[config.mk]
export PLATFORM = sky130hd
export DESIGN_NAME = sumator_scazator_serial
export DESIGN_NICKNAME = d
export VERILOG_FILES = /design/src/rtl/sumator_scazator_serial.sv
export SDC_FILE = /design/constraint.sdc
export NUM_CORES = 1
export LEC_CHECK = 0
export CAP_MARGIN = 20
export CORE_UTILIZATION = 49
export DETAILED_ROUTE_END_ITERATION = 10
export PLACE_DENSITY = 0.77
export SLEW_MARGIN = 20
export SYNTH_ARGS = -nofsm -noshare
export SYNTH_HDL_FRONTEND = slang
export SYNTH_SLANG_ARGS = --single-unit
export TNS_END_PERCENT = 50
[constraint.sdc]
create_clock -name clk -period 2.7 [get_ports clk]
set_clock_uncertainty 0.15 [all_clocks]
set_input_delay 0.405 -clock clk [delete_from_list [all_inputs] [get_ports clk]]
set_output_delay 0.405 -clock clk [all_outputs]
set_load 0.01 [all_outputs]
[src/rtl/sumator_scazator_serial.sv]
// Serial add/sub unit: processes CHUNK bits per cycle, LSB first, through a registered carry.
// Latency: WIDTH/CHUNK cycles from start capture to done. Back-to-back throughput is one op per N+1 cycles.
// No backpressure: start is only accepted in IDLE/DONE and is ignored while busy. Optional ovf via SUMATOR_SERIAL_OVF_EN.
module sumator_scazator_serial #(
    parameter int WIDTH = 8,
    parameter int CHUNK = 2
) (
    input  logic             clk,
    input  logic             rst,
    input  logic             start,
    input  logic             sub,
    input  logic [WIDTH-1:0] in_1,
    input  logic [WIDTH-1:0] in_2,
    output logic             busy,
    output logic             done,
    output logic [WIDTH-1:0] s_mod,
    output logic             Cout,
    output logic             zero,
    output logic             ovf
);

    localparam int N     = WIDTH / CHUNK;
    localparam int CNT_W = (N > 1) ? $clog2(N) : 1;

    typedef enum logic [1:0] {
        S_IDLE = 2'd0,
        S_RUN  = 2'd1,
        S_DONE = 2'd2
    } state_t;

    state_t r_state;
    state_t w_state_nxt;

    // Operand shift registers, carry and chunk counter
    logic [WIDTH-1:0] r_a;
    logic [WIDTH-1:0] r_b;
    logic             r_carry;
    logic [CNT_W-1:0] r_cnt;
    logic [WIDTH-1:0] r_part;

    // Held result registers
    logic [WIDTH-1:0] r_s_mod;
    logic             r_cout;
    logic             r_zero;

    // Control strobes from the FSM
    logic w_load;
    logic w_step;
    logic w_last;

    // Per-chunk adder
    logic [CHUNK:0]   w_chunk_sum;
    logic [CHUNK-1:0] w_csum;
    logic             w_cout_chunk;
    logic [WIDTH-1:0] w_csum_ext;
    logic [WIDTH-1:0] w_part_nxt;

    assign w_chunk_sum  = {1'b0, r_a[CHUNK-1:0]}
                        + {1'b0, r_b[CHUNK-1:0]}
                        + {{CHUNK{1'b0}}, r_carry};
    assign w_csum       = w_chunk_sum[CHUNK-1:0];
    assign w_cout_chunk = w_chunk_sum[CHUNK];

    // New chunk enters at the top; after N steps the partial register holds the full sum LSB-aligned.
    assign w_csum_ext   = WIDTH'(w_csum);
    assign w_part_nxt   = (r_part >> CHUNK) | (w_csum_ext << (WIDTH - CHUNK));

    assign w_last       = (r_cnt == CNT_W'(N - 1));

    // State register
    always_ff @(posedge clk) begin
        if (rst) begin
            r_state <= S_IDLE;
        end else begin
            r_state <= w_state_nxt;
        end
    end

    // Next-state logic and handshake outputs
    always_comb begin
        w_state_nxt = r_state;
        busy        = 1'b0;
        done        = 1'b0;
        w_load      = 1'b0;
        w_step      = 1'b0;
        case (r_state)
            S_IDLE: begin
                if (start) begin
                    w_load      = 1'b1;
                    w_state_nxt = S_RUN;
                end
            end
            S_RUN: begin
                busy   = 1'b1;
                w_step = 1'b1;
                if (w_last) begin
                    w_state_nxt = S_DONE;
                end
            end
            S_DONE: begin
                done = 1'b1;
                if (start) begin
                    w_load      = 1'b1;
                    w_state_nxt = S_RUN;
                end else begin
                    w_state_nxt = S_IDLE;
                end
            end
            default: begin
                w_state_nxt = S_IDLE;
            end
        endcase
    end

    // Operand capture and per-chunk shifting; subtract is A + ~B + 1 with the +1 as initial carry
    always_ff @(posedge clk) begin
        if (rst) begin
            r_a     <= '0;
            r_b     <= '0;
            r_carry <= 1'b0;
            r_cnt   <= '0;
            r_part  <= '0;
        end else if (w_load) begin
            r_a     <= in_1;
            r_b     <= sub ? ~in_2 : in_2;
            r_carry <= sub;
            r_cnt   <= '0;
            r_part  <= '0;
        end else if (w_step) begin
            r_a     <= r_a >> CHUNK;
            r_b     <= r_b >> CHUNK;
            r_carry <= w_cout_chunk;
            r_cnt   <= w_last ? '0 : r_cnt + 1'b1;
            r_part  <= w_part_nxt;
        end
    end

    // Result registers only move on the completion edge of the final chunk
    always_ff @(posedge clk) begin
        if (rst) begin
            r_s_mod <= '0;
            r_cout  <= 1'b0;
            r_zero  <= 1'b0;
        end else if (w_step && w_last) begin
            r_s_mod <= w_part_nxt;
            r_cout  <= w_cout_chunk;
            r_zero  <= (w_part_nxt == '0);
        end
    end

    assign s_mod = r_s_mod;
    assign Cout  = r_cout;
    assign zero  = r_zero;

`ifdef SUMATOR_SERIAL_OVF_EN
    // Carry into the MSB is recovered from the MSB sum bit: cin = a ^ b ^ s
    logic w_msb_cin;
    logic r_ovf;

    assign w_msb_cin = r_a[CHUNK-1] ^ r_b[CHUNK-1] ^ w_csum[CHUNK-1];

    // Two's-complement overflow captured alongside the result
    always_ff @(posedge clk) begin
        if (rst) begin
            r_ovf <= 1'b0;
        end else if (w_step && w_last) begin
            r_ovf <= w_msb_cin ^ w_cout_chunk;
        end
    end

    assign ovf = r_ovf;
`else
    assign ovf = 1'b0;
`endif

endmodule

; ---- Word level (Yosys, flattened, before mapping)
; Index checks and enable logic that the tools add are counted.
; W data, S select, Z words.
[op_classes]
n_eq_ne = 5
n_reduce_logical = 7
n_addsub = 3
muxes = 16
bitwise_logic = 2
[ops]
columns = operator, n
row1 = $mux W8, 5
row2 = $logic_not A8 Y1, 1
row3 = $not A8 Y8, 1
row4 = $or A6 B8 Y8, 1
row5 = $mux W1, 7
row6 = $mux W2, 3
row7 = $pmux W2 S3, 1
row8 = $eq A2 B2 Y1 const B, 2
row9 = $ne A2 B2 Y1 const B, 2
row10 = $reduce_or A2 Y1, 2
row11 = $add A2 B2 Y3, 1
row12 = $add A3 B1 Y3, 1
row13 = $add A2 B1 Y2 const B, 1
row14 = $eq A2 B1 Y1 const B, 1
row15 = $logic_not A2 Y1, 1
row16 = $reduce_and A2 Y1, 1
row17 = $reduce_bool A2 Y1, 1
row18 = $logic_and A1 B1 Y1, 1
[totals]
regBits = 39
inputBits = 20
out_inout_bits = 13
word_cells = 42

; ---- Logic depth before layout (Yosys ltp)
; Gate-level depths: netlist of the first run.
[logic_depth]
depth_word = 4
mapped_depth = 6
mapped_depth_nobuf = 6

; ---- Worst setup path after synthesis of the first run
; OpenSTA, ideal clock, no wires.
[synth_path]
path_kind = register -> register
start = register r_a[0]
end = register r_zero (netlist: zero)
path_buffers = 0
setup_ps = 70
arrival_ps = 1685
slack_ps = 795
required_ps = 2480
stages_incl_launch_ff = 7
period_less_slack_ps = 1905
path_cell_list = dfxtp_1 -> inv_1 -> fa_1 -> fa_1 -> nor4bb_1 -> nand3_1 -> a21oi_1
[synth_between]
elab_chain_len = 4
[synth_lines]
columns = element, line_no
row1 = "start, declared", 35  ; logic [WIDTH-1:0] r_a;
row2 = "start signal, assigned", 124  ; r_a <= in_1;
row3 = "start signal, assigned", 130  ; r_a <= r_a >> CHUNK;
row4 = $add A2 B2 Y3, 59  ; + {1'b0, r_b[CHUNK-1:0]}
row5 = $add A3 B1 Y3, 60  ; + {{CHUNK{1'b0}}, r_carry};
row6 = $or A6 B8 Y8, 66  ; assign w_part_nxt = (r_part >> CHUNK) | (w_csum_ext << (WIDTH - CHUNK));
row7 = $logic_not A8 Y1, 147  ; r_zero <= (w_part_nxt == '0);
row8 = "end signal, assigned", 147
row9 = "end, declared", 44  ; logic r_zero;
; Every way passes these cells.
; A chain may end at the register's enable or synchronous reset.

; ---- Worst setup path in the final report of the first run
; Same ends and word-level chain as after synthesis.

==> summary.md, run 1 <==
| Metric | Value |
|---|---|
| Syn_area_per_cell | `8.540 um2` |
| Post-route minimum period | `2054 ps` |
| Fmax achieved | `486.8 MHz` |
| Clock Pin Slew Worst Setup and Hold Paths | `110 ps` |
| Vias/cell | `5.261` |
| H-tree levels | `2` |
| Antenna cells | `0` |
| Delay of the slowest critical-path stage | `530 ps` |
| Required time worst endpoint | `approximately 2800 ps` |
| Post-CTS Setup Repair Bufs | `0` |
| Final Max Tran Viols | `0` |
| IO buf count | `31` |
| Most common cell in the netlist | `dfxtp_1` |
| Post-synthesis cell area | `roughly 1600 um2` |
| RSZ-0062 raised after global routing | `false` |
| Synthesis-stage register bit count | `37` |
| # rows | `20` |
| Post-Syn Instances | `183` |
| Worst path cell trace | `inv_1, fa_1, fa_1, nor4bb_1, nand3_1, a21oi_1` |
| Initial antenna violation count | `0` |
| Via count | `1352` |
| CP max stage cell | `fa_1` |
| Share of cells above drive strength 1 | `7.042%` |
| Final Hold Vio Count | `0` |
| Static leakage | `0.0007076 uW` |
| CP Capture Type | `register` |
| Cell Pwr Density | `608.9 nW/um2` |
| Sequential cell area fraction in the yosys report | `47.40%` |
| Number of synthesized flops with an enable pin | `0` |
| Setup violators final | `0` |
| Area growth syn-to-layout | `27.78%` |
| CTS Buf Count | `5` |
| Clock power frac | `38.7%` |
| Initial DRC count | `50` |
| Core Util, Final | `65.95%` |
| Die area | `3419 um2` |
| Die X | `58.48 um` |
| Switching Fraction | `23.23%` |
| Synth top cells by count | `dfxtp_1 (37), nand2_1 (34), a21oi_1 (22), nor2_1 (12), nand3_1 (10)` |
| Setup TNS | `0 ps` |
| Routability cong. | `0.7490` |
| Residual DRC count | `0` |
| Number of global-route vias before repair | `1253` |
| Worst Setup Start Kind | `register` |
| Post-DP HPWL | `around 2.1 mm` |
| Max-cap violations | `0` |
| Worst skew pair latency | `around 340 ps` |
| Syn Nets | `206` |
| Max-slew headroom | `66.81%` |
| Yosys top cell area share | `between 40 and 50%` |
| CTS root buffer | `clkbuf_4` |
| Synth Warn # | `0` |
| DRT Pass-1 Iters | `4` |
| Yosys top cell by area | `dfxtp_1` |
| Post_cts resized | `0` |
| Gr usage total | `20.00%` |
| Worst slew pin tran | `496.3 ps` |
| Core area | `3028 um2` |
| # clock sinks | `37` |
| Most used DFF post-synth | `dfxtp_1` |
| WS Path Type | `reg -> reg` |
| Longest Clk Path Bufs | `2` |
| Seq pwr share | `around half` |
| Main area contributors after synthesis | `dfxtp_1 (47%), nand2_1 (8.2%), a21oi_1 (7.0%)` |
| Synth async-reset ratio | `0%` |
| Largest net degree at the start of global routing | `26` |
| Routed WL | `3.113 mm` |
| Worst Hold Class | `reg -> reg` |
| Remaining Overflow, GRT | `0` |
| Comb pwr share | `13.0%` |
| Maximum VDD drop | `394.0 uV` |
| Internal power | `slightly above 900 uW` |
| Most used cell, CP | `fa_1` |
| Total chip power | `1216 uW` |
| Wire per inst | `12.11 um` |
| Crit path DAT | `2180 ps` |
| Initial Util | `51.61%` |
| Synth cell types | `29` |
| Hold-fix buffers, CTS | `0` |
| First-pass GRT wire length | `5.188 mm` |
| Sw power | `282.4 uW` |
| Status | `finished, final reports clean` |
| I/O pin count | `33` |
| Antenna-violating nets left | `0` |
| CP Max Fanout | `3` |
| CTS tree | `yes` |
| # nets final | `235` |
| Final Cycle Share | `between 70 and 80%` |
| Die Ht | `58.48 um` |
metal layers:
metal	GRT usage (%)	vias to the layer above	routed length, um
met5	0	-	0
met3	4.176	7	109
met1	22.67	636	1393
met2	35.14	31	1565
met4	10.88	0	45
li1	-	678	-
area by class of cell:
| type | count | area (um2) |
|---|---|---|
| clock buffers | 5 | 37.54 |
| clock inverters | 3 | 65.06 |
| fillers | 266 | 1031 |
| inverters | 6 | 22.52 |
| multi-input cells | 126 | 728.2 |
| flip-flops and latches | 37 | 740.7 |
| well taps | 44 | 55.05 |
| repair buffers | 36 | 347.8 |
placed cells by master (no fill, tap or decap), drive strengths merged, types with 6 or more instances in the layout:
| cell | count |
|---|---|
| a21oi | 22 |
| a22oi | 7 |
| clkdlybuf4s50 | 31 |
| dfxtp | 37 |
| inv | 6 |
| nand2 | 34 |
| nand3 | 10 |
| nor2 | 12 |
| xor2 | 8 |
critical path: cells and delay by family, from the launching register on:
| family | cells | cell delay [ps] |
|---|---|---|
| flops | 1 | 350 |
| compound gates | 1 | 140 |
| buf+inv | 1 | 60 |
| fa+ha+maj | 2 | 970 |
| simple gates | 2 | 330 |
flip-flops by register name, summed over array words and instances (netlist names):
register	count
r_b	8
r_carry	1
s_mod	8
Cout	1
r_a	8
r_part	6
zero	1
r_state	2
r_cnt	2
kinds of logic (layout without fill, tap and decap cells):
family	count (synthesis)	count (layout)	share of synthesized area (%)
and+or+nand+nor	71	71	20.34
AOI/OAI and AO/OA	41	41	16.89
DFF	37	37	47.40
buffers and inverters	20	50	6.005
xor gates and xnor gates	8	8	4.484
adders and majority gates	3	3	3.363
muxes	2	2	1.281
other	1	1	0.2400
power groups by stage:
| stage | clock network [uW] | logic (uW) | registers, uW |
|---|---|---|---|
| 2_1_floorplan | 0 | 107 | 595 |
| 3_3_place_gp | 0 | 153 | 597 |
| 3_5_place_dp | 0 | 158 | 599 |
| 4_1_cts | 477 | 159 | 587 |
| 5_1_grt | 495 | 177 | 591 |
| 6_report | 471 | 158 | 587 |
stage by stage:
step           cells  setup slack, ps  area (um2)  hold WS (ps)
6_report         257            645.7        1997         314.4
5_1_grt          257            424.0        1997         348.5
4_1_cts          257            644.1        1997         315.9
3_5_place_dp     249            665.9        1894         299.7
3_3_place_gp     249            718.4        1894         294.0
2_1_floorplan    183            794.9        1563         290.0
worst paths after layout:
| kind | cells past startpoint | start | to | slack (ps) |
|---|---|---|---|---|
| worst max-delay path | 6 | r_a[0] | zero | 650 |
| worst max register to register | 6 | r_a[0] | zero | 650 |
| worst min register to register | 2 | s_mod[2] | s_mod[2] | 310 |
| worst min-delay path | 2 | s_mod[2] | s_mod[2] | 310 |
Note: power is estimated with default switching activity, not from simulation.
==> run 2: changes to the inputs <==
Settings changed: CORE_UTILIZATION 49 to 45, PLACE_DENSITY 0.77 to 0.75.
Clock period 2.7 ns to 1.7 ns, I/O delays scaled along.
==> summary.md, run 2 (same netlist as run 1, synthesis figures left out) <==
| Metric | Value |
|---|---|
| Clock power frac | `38.0%` |
| Failing checks | `setup timing` |
| Core area | `between 3000 and 4000 um2` |
| Final Max Tran Viols | `0` |
| Hold-fix buffers, CTS | `0` |
| Via count | `1393` |
| Crit path DAT | `2100 ps` |
| Die X | `60.93 um` |
| Die area | `3712 um2` |
| Cells after DPL | `260` |
| Cell Area, Placed | `1967 um2` |
| # clock sinks | `37` |
| Maximum VDD drop | `approximately 470 uV` |
| CTS root buffer | `clkbuf_4` |
| Area growth syn-to-layout | `35.47%` |
| Initial DRC count | `38` |
| RSZ-0062 raised after global routing | `true` |
| Gr usage total | `approximately a fifth` |
| CP Capture Type | `register` |
| Total chip power | `2000 uW` |
| Fillcell total | `just over 300` |
| Sw power | `477.4 uW` |
| Cell Pwr Density | `944.6 nW/um2` |
| Post-route minimum period | `1939 ps` |
| Seq pwr share | `46.8%` |
| Largest net degree at the start of global routing | `26` |
| Antenna cells | `0` |
| First-pass GRT wire length | `around 5.4 mm` |
| Internal power | `~1500 uW` |
| Clock Pin Slew Worst Setup and Hold Paths | `120 ps` |
| Number of global-route vias before repair | `1277` |
| Residual DRC count | `0` |
| Remaining Overflow, GRT | `0` |
| I/O pin count | `33` |
| Required time worst endpoint | `1860 ps` |
| Fmax achieved | `515.6 MHz` |
| DRT Pass-1 Iters | `4` |
| Post-DP HPWL | `2.371 mm` |
| CTS tree | `yes` |
| Final Instance Area | `~2100 um2` |
| Die Ht | `about 61 um` |
| Initial Util | `between 40 and 50%` |
| Worst Hold Class | `reg -> reg` |
| Vias/cell | `5.159` |
| Status | `finished, violations left` |
| CTS Buf Count | `5` |
| Non-Filler Instances | `270` |
| Final setup margin | `-239.4 ps` |
| IO buf count | `31` |
| Antenna-violating nets left | `0` |
| Setup violators final | `4` |
| Final Hold Vio Count | `0` |
| Worst skew pair latency | `approximately 360 ps` |
| Wire per inst | `12.36 um` |
| # rows | `21` |
| Static leakage | `approximately 0.00083 uW` |
| Longest Clk Path Bufs | `2` |
| Routability cong. | `0.7791` |
| H-tree levels | `2` |
| Worst Setup Start Kind | `register` |
| Switching Fraction | `23.88%` |
| # nets final | `246` |
| Routed WL | `3.336 mm` |
| WS Path Type | `reg -> reg` |
| Initial antenna violation count | `0` |
| Share of cells above drive strength 1 | `15.63%` |
| DP Worst Slack | `-299.9 ps` |
| Final Cycle Share | `114.1%` |
| Comb pwr share | `15.2%` |
| CP Max Fanout | `2` |
| Most frequent cells in the layout | `dfxtp_1 (34), nand2_1 (34), clkdlybuf4s50_1 (26)` |
| Max-cap violations | `0` |
[run 2: changes by cell type in the layout (fill, tap and decap cells not counted), moves of 2 or more]
cell,delta
dfxtp_1,-3
clkdlybuf4s50_1,-5
dlygate4sd2_1,+2
a211oi_1,-2
buf_4,+10
a211oi_2,+2
dfxtp_2,+3
dlymetal6s2s_1,+3
[run 2: power by group through the flow]
stage / clock network [uW] / registers, uW / logic [uW]
after floorplan: 0 / 945 / 171
after global placement: 0 / 950 / 270
after CTS: 772 / 934 / 289
after global routing: 806 / 940 / 335
after detailed placement: 0 / 952 / 281
final: 761 / 935 / 304
[run 2: final timing paths]
path,from,endpoint,slack [ps],cells past startpoint
max reg2reg,r_a[0],zero,-240,6
max,r_a[0],zero,-240,6
min,s_mod[0],s_mod[0],310,2
min reg2reg,s_mod[0],s_mod[0],310,2
[run 2: what timing repair did]
item                                    4_1_cts  5_1_grt
pin swaps                                     2        1
endpoints found under the setup margin        6        7
buffers inserted                              0        2
resized for setup                             9        5
[run 2: critical path: stages (launching register included)]
cell,delay [ps]
dfxtp_2,360
inv_2,40
fa_2,380
fa_1,510
nor4bb_2,210
nand3_1,120
a21oi_2,120
[run 2: metal layers]
metal	share of wire (%)	wire length (um)	track usage, %	vias up
li1	-	-	-	702
met1	45	1487	23.75	626
met2	47	1583	33.28	55
met3	5.5	182	6.610	10
met4	2.5	83	10.71	0
met5	0	0	0	-
[run 2: layout make-up]
cell class,count,area (um2),share of cell area [%]
Sequential cell,37,744.5,35.17
Clock buffer,5,37.54,1.773
Clock inverter,3,65.06,3.073
Inverter,6,22.52,1.064
Timing Repair Buffer,47,439.2,20.74
Multi-Input combinational cell,126,750.7,35.46
Tap cell,46,57.56,2.719
[run 2: metrics by stage]
| step | hold slack [ps] | TNS [ps] | utilization (%) |
|---|---|---|---|
| CTS | 315.1 | -444.7 | 62.54 |
| global placement | 291.7 | -366.2 | 58.94 |
| floorplan | 285.8 | -180.6 | - |
| global route | 329.8 | -876.3 | 63.44 |
| detailed placement | 298.9 | -664.1 | 58.94 |
| finish | 311.8 | -627.0 | 63.44 |
